==> src/rtl/match_pkg.sv <==
// Shared board geometry, cell encoding, FSM state type and colour helpers
// used by the gravity/refill stage of the match-3 pipeline.
package match_pkg;

  localparam int          ROWS       = 8;
  localparam int          COLS       = 8;
  localparam int          CELL_W     = 3;
  localparam logic [2:0]  EMPTY      = 3'd0;
  localparam int          NUM_COLORS = 5;
  localparam logic [6:0]  CNT_MAX    = 7'd64;

  typedef enum logic [1:0] {
    IDLE = 2'd0,
    FILL = 2'd1,
    DONE = 2'd2
  } state_t;

  // One step of the 32-bit Fibonacci LFSR, taps 32, 22, 2, 1.
  function automatic logic [31:0] lfsr_next(input logic [31:0] s);
    return {s[30:0], s[31] ^ s[21] ^ s[1] ^ s[0]};
  endfunction

  // Colour for a column: take the nibble at bit 2*col, fold into 1..ncolors.
  function automatic logic [2:0] pick_color(input logic [31:0] lfsr,
                                            input int col,
                                            input int ncolors);
    logic [31:0] sh;
    logic [3:0]  nib;
    sh  = lfsr >> (2 * col);
    nib = sh[3:0];
    return 3'((32'(nib) % 32'(ncolors)) + 32'd1);
  endfunction

endpackage

==> src/rtl/color_lfsr.sv <==
// Free-running colour source: advances only when asked, keeps its state
// between requests, and reloads SEED on reset.
module color_lfsr
  import match_pkg::*;
#(
  parameter logic [31:0] SEED = 32'hACE1_2024
) (
  input  logic        clk,
  input  logic        rst_n,
  input  logic        advance,
  output logic [31:0] state
);

  // LFSR register: reload seed on reset, step when advance is high.
  always_ff @(posedge clk or negedge rst_n) begin
    if (!rst_n) begin
      state <= SEED;
    end else if (advance) begin
      state <= lfsr_next(state);
    end
  end

endmodule

==> src/rtl/gravity_refill.sv <==
// Gravity/refill stage: repeatedly drops each column's pieces into its lowest
// hole while spawning a fresh colour at the top, until no hole remains.
module gravity_refill
  import match_pkg::*;
#(
  parameter int          ROWS       = match_pkg::ROWS,
  parameter int          COLS       = match_pkg::COLS,
  parameter int          NUM_COLORS = match_pkg::NUM_COLORS,
  parameter logic [31:0] SEED       = 32'hACE1_2024
) (
  input  logic                         clk,
  input  logic                         rst_n,
  input  logic                         start,
  input  logic [ROWS*COLS*CELL_W-1:0]  board_in,
  output logic                         busy,
  output logic                         done,
  output logic [ROWS*COLS*CELL_W-1:0]  board_out,
  output logic [6:0]                   refill_cnt
);

  state_t                        state;
  logic [31:0]                   lfsr;
  logic                          advance;
  logic [ROWS*COLS*CELL_W-1:0]   next_board;
  logic [COLS-1:0]               col_has;
  logic                          any_zero;
  logic [7:0]                    col_sum;
  logic [7:0]                    cnt_sum;
  logic [6:0]                    cnt_next;

  // The colour source steps once on every FILL edge, including the last one.
  assign advance = (state == FILL);

  color_lfsr #(.SEED(SEED)) u_lfsr (
    .clk     (clk),
    .rst_n   (rst_n),
    .advance (advance),
    .state   (lfsr)
  );

  for (genvar c = 0; c < COLS; c++) begin : g_col
    logic [ROWS*CELL_W-1:0] col_next;
    logic                   has_zero;
    logic [CELL_W-1:0]      new_color;

    assign new_color = pick_color(lfsr, c, NUM_COLORS);

    // Find this column's lowest hole and shift everything above it down one.
    always_comb begin : shift_col
      int  e;
      int  up;
      logic hit;
      e        = 0;
      has_zero = 1'b0;
      for (int r = 0; r < ROWS; r++) begin
        hit      = (board_out[CELL_W*(COLS*r+c) +: CELL_W] == EMPTY);
        e        = hit ? r : e;
        has_zero = has_zero | hit;
      end
      for (int r = 0; r < ROWS; r++) begin
        up = (r > 0) ? r - 1 : 0;
        if (!has_zero || (r > e)) begin
          col_next[CELL_W*r +: CELL_W] = board_out[CELL_W*(COLS*r+c) +: CELL_W];
        end else if (r == 0) begin
          col_next[CELL_W*r +: CELL_W] = new_color;
        end else begin
          col_next[CELL_W*r +: CELL_W] = board_out[CELL_W*(COLS*up+c) +: CELL_W];
        end
      end
    end

    assign col_has[c] = has_zero;

    for (genvar r = 0; r < ROWS; r++) begin : g_row
      assign next_board[CELL_W*(COLS*r+c) +: CELL_W] = col_next[CELL_W*r +: CELL_W];
    end
  end

  assign any_zero = |col_has;

  // Count columns refilled this edge and accumulate with saturation at 64.
  always_comb begin
    col_sum = 8'd0;
    for (int c = 0; c < COLS; c++) begin
      col_sum = col_sum + 8'(col_has[c]);
    end
    cnt_sum = {1'b0, refill_cnt} + col_sum;
    if (cnt_sum > {1'b0, CNT_MAX}) begin
      cnt_next = CNT_MAX;
    end else begin
      cnt_next = cnt_sum[6:0];
    end
  end

  // Control FSM with registered busy/done, working board and refill count.
  always_ff @(posedge clk or negedge rst_n) begin
    if (!rst_n) begin
      state      <= IDLE;
      busy       <= 1'b0;
      done       <= 1'b0;
      board_out  <= '0;
      refill_cnt <= 7'd0;
    end else begin
      case (state)
        IDLE: begin
          done <= 1'b0;
          if (start) begin
            board_out  <= board_in;
            refill_cnt <= 7'd0;
            busy       <= 1'b1;
            state      <= FILL;
          end
        end
        FILL: begin
          if (any_zero) begin
            board_out  <= next_board;
            refill_cnt <= cnt_next;
          end else begin
            done  <= 1'b1;
            state <= DONE;
          end
        end
        DONE: begin
          done  <= 1'b0;
          busy  <= 1'b0;
          state <= IDLE;
        end
        default: begin
          done  <= 1'b0;
          busy  <= 1'b0;
          state <= IDLE;
        end
      endcase
    end
  end

endmodule
==> config.mk <==
export PLATFORM = sky130hd
export DESIGN_NAME = gravity_refill
export DESIGN_NICKNAME = d
export VERILOG_FILES = /design/src/rtl/match_pkg.sv /design/src/rtl/color_lfsr.sv /design/src/rtl/gravity_refill.sv
export SDC_FILE = /design/constraint.sdc
export NUM_CORES = 1
export LEC_CHECK = 0
export BUFFER_PORTS_ARGS = -buffer_cell sky130_fd_sc_hd__buf_2
export CORE_MARGIN = 3
export CORE_UTILIZATION = 50
export DETAILED_ROUTE_END_ITERATION = 7
export GPL_ROUTABILITY_DRIVEN = 0
export MAX_ROUTING_LAYER = met4
export PLACE_DENSITY = 0.76
export SLEW_MARGIN = 10
export SYNTH_ARGS = -nofsm -noshare
export SYNTH_HDL_FRONTEND = slang
export SYNTH_HIERARCHICAL = 1
export SYNTH_SLANG_ARGS = --single-unit
==> constraint.sdc <==
create_clock -name clk -period 5.98 [get_ports clk]
set_input_delay 0.897 -clock clk [delete_from_list [all_inputs] [get_ports clk]]
set_output_delay 0.897 -clock clk [all_outputs]
set_load 0.03 [all_outputs]
Word level (Yosys, flattened, before mapping)
Index checks and enable logic that the tools add are counted.
Operators by class
  $add $sub $neg: 16
  divide/modulo/power cells: 8
  order comparisons: 65
  equal/unequal tests: 68
  mux-type cells: 134
  bitwise logic cells: 60
  reductions and logical operators: 206
Operator list (number)
  192-bit 2-to-1 mux: 2
  192-bit case mux with 2 select lines: 1
  3-bit 2-to-1 mux: 96
  4-bit by 3-bit modulo with 32-bit output, second input constant: 8
  4-bit AND reduction: 64
  3-bit logical NOT: 64
  2-bit != test, second input constant: 66
  3-bit greater-than comparator, first input constant: 32
  1-bit logical OR: 64
  1-bit bitwise OR: 56
  1-bit by 3-bit greater-than comparator with 1-bit output, first input constant: 16
  2-bit by 3-bit greater-than comparator with 1-bit output, first input constant: 16
  2-bit 2-to-1 mux: 18
  3-bit by 1-bit adder with 3-bit output, second input constant: 8
  7-bit 2-to-1 mux: 3
  7-bit case mux with 2 select lines: 1
  1-bit 2-to-1 mux: 11
  7-bit by 1-bit adder with 8-bit output: 1
  7-bit by 8-bit adder with 8-bit output: 1
  8-bit by 7-bit greater-than comparator with 1-bit output, second input constant: 1
  1-bit logical NOT: 8
  8-bit OR reduction: 1
  6-bit by 1-bit adder with 7-bit output: 1
  5-bit by 1-bit adder with 6-bit output: 1
  other kinds (14): 17
Word-level totals
  bits in registers: 235
  input bits: 195
  output and inout bits: 201
  word-level logic and storage cells: 626

Longest topological paths before layout
  depth after elaboration: 20
  gate-level depth with buffers: 17
  mapped depth without buffers: 17

Cells and area by module
Netlist, hierarchy kept.
Modules (own cells, without submodules)
  gravity_refill: instances 1, cells each 1439, area each 12603.3 µm², seq. area each 5079.9 µm²
  color_lfsr: instances 1, cells each 73, area each 1378.8 µm², seq. area each 814.5 µm²

Least setup slack after synthesis
OpenSTA, ideal clock, no wires.
  path kind: reg2reg
  start: register board_out[56]
  end: register refill_cnt[3]
  library setup time: 0.096 ns
  arrival time: 4.993 ns
  data required time: 5.884 ns
  path slack: 0.892 ns
  cell stages (with the launch flop): 16
  path buffers: 0
  cell sequence: dfrtp_1 -> or3_1 -> nor2b_1 -> nand4_1 -> fa_1 -> fa_1 -> inv_1 -> fa_1 -> fa_1 -> inv_1 -> fa_1 -> nor4bb_1 -> mux2i_1 -> o41ai_1 -> nand2_1 -> o31ai_1
Between the ends
  cells in the longest elaborated chain, start to end: 18
RTL lines
  from (decl): line gravity_refill.sv:17  | output logic [ROWS*COLS*CELL_W-1:0] board_out,
  from (signal assigned): line gravity_refill.sv:108  | board_out <= board_in;
  from (signal assigned): line gravity_refill.sv:116  | board_out <= next_board;
  3-bit logical NOT *: line gravity_refill.sv:56  | hit = (board_out[CELL_W*(COLS*r+c) +: CELL_W] == EMPTY);
  1-bit bitwise OR * (6 in series): line gravity_refill.sv:58  | has_zero = has_zero | hit;
  2-bit by 1-bit adder with 3-bit output: line gravity_refill.sv:85  | col_sum = col_sum + 8'(col_has[c]);
  3-bit by 1-bit adder with 4-bit output: line gravity_refill.sv:85
  4-bit by 1-bit adder with 5-bit output: line gravity_refill.sv:85
  5-bit by 1-bit adder with 6-bit output: line gravity_refill.sv:85
  6-bit by 1-bit adder with 7-bit output: line gravity_refill.sv:85
  7-bit by 1-bit adder with 8-bit output: line gravity_refill.sv:85
  7-bit by 8-bit adder with 8-bit output: line gravity_refill.sv:87  | cnt_sum = {1'b0, refill_cnt} + col_sum;
  8-bit by 7-bit greater-than comparator with 1-bit output: line gravity_refill.sv:88  | if (cnt_sum > {1'b0, CNT_MAX}) begin
  7-bit 2-to-1 mux: line gravity_refill.sv:88
  7-bit 2-to-1 mux: line gravity_refill.sv:115  | if (any_zero) begin
  7-bit case mux with 2 select lines: line gravity_refill.sv:104  | case (state)
  to (signal assigned): line gravity_refill.sv:117  | refill_cnt <= cnt_next;
  to (decl): line gravity_refill.sv:18  | output logic [6:0] refill_cnt
Every way passes the cells marked *; elsewhere a longest branch is shown, timed or not. The select of a mux whose other input is x is not followed.
A chain may end at the register's enable or synchronous reset.

Final worst setup path
  start: register board_out[169]
  end: register refill_cnt[3]
Between the ends
  cells in the longest elaborated chain, start to end: 14
RTL lines (line)
  3-bit logical NOT *: gravity_refill.sv:56
  1-bit bitwise OR *: gravity_refill.sv:58
  1-bit by 1-bit adder with 2-bit output: gravity_refill.sv:85
  2-bit by 1-bit adder with 3-bit output: gravity_refill.sv:85
  3-bit by 1-bit adder with 4-bit output: gravity_refill.sv:85
  4-bit by 1-bit adder with 5-bit output: gravity_refill.sv:85
  5-bit by 1-bit adder with 6-bit output: gravity_refill.sv:85
  6-bit by 1-bit adder with 7-bit output: gravity_refill.sv:85
  7-bit by 1-bit adder with 8-bit output: gravity_refill.sv:85
  7-bit by 8-bit adder with 8-bit output: gravity_refill.sv:87
  8-bit by 7-bit greater-than comparator with 1-bit output: gravity_refill.sv:88
  7-bit 2-to-1 mux: gravity_refill.sv:88
  7-bit 2-to-1 mux: gravity_refill.sv:115
  7-bit case mux with 2 select lines: gravity_refill.sv:104
Marked as above.

==> results.sh <==
export IMPL_outcome="complete, no violations"
export IMPL_p_int_mw=5.57
export IMPL_slowest_delay_ns=0.55
export IMPL_cts_setup_buffers=0
export IMPL_drt_initial_drc_count=975
export IMPL_multiInputGateArea_mm2=0.00761
export IMPL_yosysWarnings=6
export IMPL_critPathTopFamily="adder cells"
export IMPL_endpoint_kind="flop"
export IMPL_ctsRootBufferMaster="clkbuf_16"
export IMPL_routed_wl_um=45500
export IMPL_cts_resized=0
export IMPL_cp_depth=15
export IMPL_ir_worst_vdd_mv=0.458
export IMPL_r2r_cells=15
export IMPL_fp_row_count=60
export IMPL_period_needed_ns=5.38
export IMPL_slew_viol_final=0
export IMPL_synth_top_flop_cell="dfrtp_1"
export IMPL_switching_share_pct=49.3
export IMPL_holdWs_ns=0.373
export IMPL_dp_final_hpwl_um=34300
export IMPL_final_hold_viol_count=0
export IMPL_fin_ws_ns=0.597
export IMPL_pwr_share_clk_pct=15.3
export IMPL_synthArstFlopShare_pct=100
export IMPL_die_area_mm2=0.0300
export IMPL_finalClockSkew_ns=0.00868
export IMPL_yosys_register_bits=235
export IMPL_syn_inst=1512
export IMPL_placed_area_mm2=0.0162
export IMPL_clk_pin_slew_worst_paths_ns=0.06
export IMPL_nNetsFinal=2134
export IMPL_grt_start_max_net_pins=133
export IMPL_vias=13200
export IMPL_finalSetupViolCount=0
export IMPL_post_synth_cell_area_avg_um2=9.25
export IMPL_synth_top_cells_by_area="dfrtp_1 40%, mux2i_1 7.6%, nand2_1 6.6%"
export IMPL_final_util_pct=62.8
export IMPL_synth_top_area_share_pct=40.1
export IMPL_coreArea_mm2=0.0273
export IMPL_track_usage_pct=29.7
export IMPL_syn_num_nets=1766
export IMPL_drt_pass1_iter_count=7
export IMPL_start_util_pct=51.3
export IMPL_clock_path_buffers=3
export IMPL_drv_cap=0
export IMPL_design_area_mm2=0.0171
export IMPL_crit_required_ns=6.41
export IMPL_power_net_switching_mw=5.42
export IMPL_wl_per_cell_um=20.0
export IMPL_final_cells=2275
export IMPL_post_synth_top_area_cell="dfrtp_1"
export IMPL_cts_max_level=1
export IMPL_dp_cells=2223
export IMPL_hold_path_class="in -> async"
export IMPL_die_width_um=173
export IMPL_grt_pass1_vias=12600
export IMPL_grt_setup_unrepaired="no"
export IMPL_regArea_mm2=0.00589
export IMPL_insertion_delay_ns=0.54
export IMPL_max_freq_ghz=0.186
export IMPL_netlist_area_mm2=0.0140
export IMPL_crit_slowest_cell="nor3_1"
export IMPL_die_h_um=173
export IMPL_ioPinCount=396
export IMPL_route_detailed_drc=0
export IMPL_antenna_left=0
export IMPL_cpMostUsedCell="fa_1"
export IMPL_numClockSinks=235
export IMPL_crit_type="reg -> reg"
export IMPL_cp_num_buf_inv=2
export IMPL_io_buffers=395
export IMPL_post_place_ws_ns=0.680
export IMPL_synth_seq_area_share_pct=42.2
export IMPL_fillers=2316
export IMPL_cts_tree="done"
export IMPL_grt_pass1_wl_um=70400
export IMPL_synth_edf_count=0
export IMPL_antenna_found_initial=4
export IMPL_drive_above_1_share_pct=29.1
export IMPL_slew_headroom_pct=25.0
export IMPL_fin_setup_tns_ns=0
export IMPL_worst_pin_slew_ns=1.12
export IMPL_arrival_ns=5.81
export IMPL_p_leak_nw=8.60
export IMPL_p_total_mw=11.0
export IMPL_seqPwrFrac_pct=26.6
export IMPL_area_growth_pct=22.5
export IMPL_period_share_pct=90.0
export IMPL_cts_hold_buffers=0
export IMPL_vias_per_cell=5.80
export IMPL_cts_made_buffers=27
export IMPL_power_frac_comb_pct=58.1
export IMPL_start_kind="flop"
export IMPL_critPathMaxFanout=5
export IMPL_worstPathCellList="nor3_1 > nor4_1 > nand3_1 > fa_1 > fa_1 > inv_1 > fa_1 > fa_1 > inv_1 > fa_1 > nor4bb_1 > mux2i_1 > o41ai_1 > nand2_1 > o31ai_1"
export IMPL_overflow=0
export IMPL_ys_types=60
export IMPL_power_density_mw_per_mm2=642
## area by class of cell
type                            count  share of cell area, %
Clock inverter                     11                  0.658
Multi-Input combinational cell   1170                   44.4
Sequential cell                   235                   34.4
Timing Repair Buffer              406                   12.2
Inverter                           40                  0.921
Tap cell                          372                   2.72
Clock buffer                       37                   4.63
Antenna cell                        4                 0.0585
## flip-flops by register name (all words and copies together), names as in the netlist
name,flops
state,2
refill_cnt,7
board_out,192
busy,1
u_lfsr/state,32
done,1
## kinds of logic after synthesis
| logic type | after synthesis | synth area share (%) |
|---|---|---|
| muxes | 199 | 15.9 |
| AOI/OAI and AO/OA | 359 | 14.8 |
| DFF | 235 | 42.2 |
| buffers and inverters | 107 | 3.55 |
| and+or+nand+nor | 533 | 16.9 |
| xor gates and xnor gates | 20 | 1.25 |
| adders and majority gates | 59 | 5.55 |
## final timing paths
| path | from | endpoint | slack, ns |
|---|---|---|---|
| min in group clk | u_lfsr/state[22]$_DFFE_PN1P_ | u_lfsr/state[22]$_DFFE_PN1P_ | 0.48 |
| hold reg to reg | u_lfsr/state[22]$_DFFE_PN1P_ | u_lfsr/state[22]$_DFFE_PN1P_ | 0.48 |
| setup reg to reg | board_out[169]$_DFFE_PN0P_ | refill_cnt[3]$_DFFE_PN0P_ | 0.60 |
| setup / recovery | board_out[169]$_DFFE_PN0P_ | refill_cnt[3]$_DFFE_PN0P_ | 0.60 |
| hold / removal | rst_n | board_out[52]$_DFFE_PN0P_ | 0.37 |
| max in group asynchronous | rst_n | board_out[94]$_DFFE_PN0P_ | 4.35 |
## placed cells by master, fill, tap and decap left out, drive strengths merged, types with 3 or more instances in the layout
master	count
diode	4
nor2b	14
o21ai	106
fa	5
o211ai	6
mux2	93
dfstp	11
nand4	4
nand2b	22
nor2	122
buf	406
or4	4
and2	7
a31oi	52
nand3	11
clkbuf	37
xnor2	15
inv	41
nor4	12
dfrtp	224
o22ai	5
mux2i	106
o22a	24
o31ai	3
a21oi	145
or3	20
xor2	5
ha	54
nand2	246
nor3	66
clkinv	8
## synthesized netlist by cell type, types with 3 or more instances
| cell | number |
|---|---|
| mux2_1 | 17 |
| nand3_1 | 11 |
| buf_12 | 3 |
| xor2_1 | 5 |
| buf_6 | 4 |
| o22a_1 | 24 |
| o21ai_0 | 98 |
| buf_2 | 7 |
| or3_1 | 20 |
| nor3_1 | 66 |
| dfrtp_1 | 224 |
| mux2_2 | 47 |
| nand4_1 | 4 |
| dfstp_2 | 11 |
| a31oi_1 | 52 |
| and2_1 | 6 |
| ha_1 | 54 |
| nor4_1 | 11 |
| buf_1 | 12 |
| nor2_1 | 122 |
| clkbuf_1 | 39 |
| o21ai_1 | 7 |
| fa_1 | 5 |
| inv_1 | 39 |
| mux2i_1 | 106 |
| nand2b_1 | 22 |
| nand2_1 | 244 |
| mux2_4 | 29 |
| o22ai_1 | 5 |
| xnor2_1 | 15 |
| nor2b_1 | 14 |
| o211ai_1 | 6 |
| a21oi_1 | 145 |
## routing by layer
| metal | global-route usage (%) | part of all wire, % | routed length (µm) |
|---|---|---|---|
| met5 | - | 0 | 0 |
| met3 | 5.74 | 7.6 | 3440 |
| met2 | 48.5 | 48 | 21900 |
| met1 | 38.3 | 42 | 19000 |
| met4 | 7.80 | 2.7 | 1210 |
## power groups by stage
| stage | combinational [mW] | clock [mW] | sequential [mW] |
|---|---|---|---|
| 2_1_floorplan | 3.48 | 0 | 3.91 |
| 3_3_place_gp | 6.18 | 0 | 2.86 |
| 3_5_place_dp | 6.35 | 0 | 2.92 |
| 4_1_cts | 6.37 | 1.70 | 2.90 |
| 5_1_grt | 6.96 | 1.77 | 3.00 |
| 6_report | 6.39 | 1.68 | 2.92 |
Note: power is estimated with default switching activity, not from simulation.
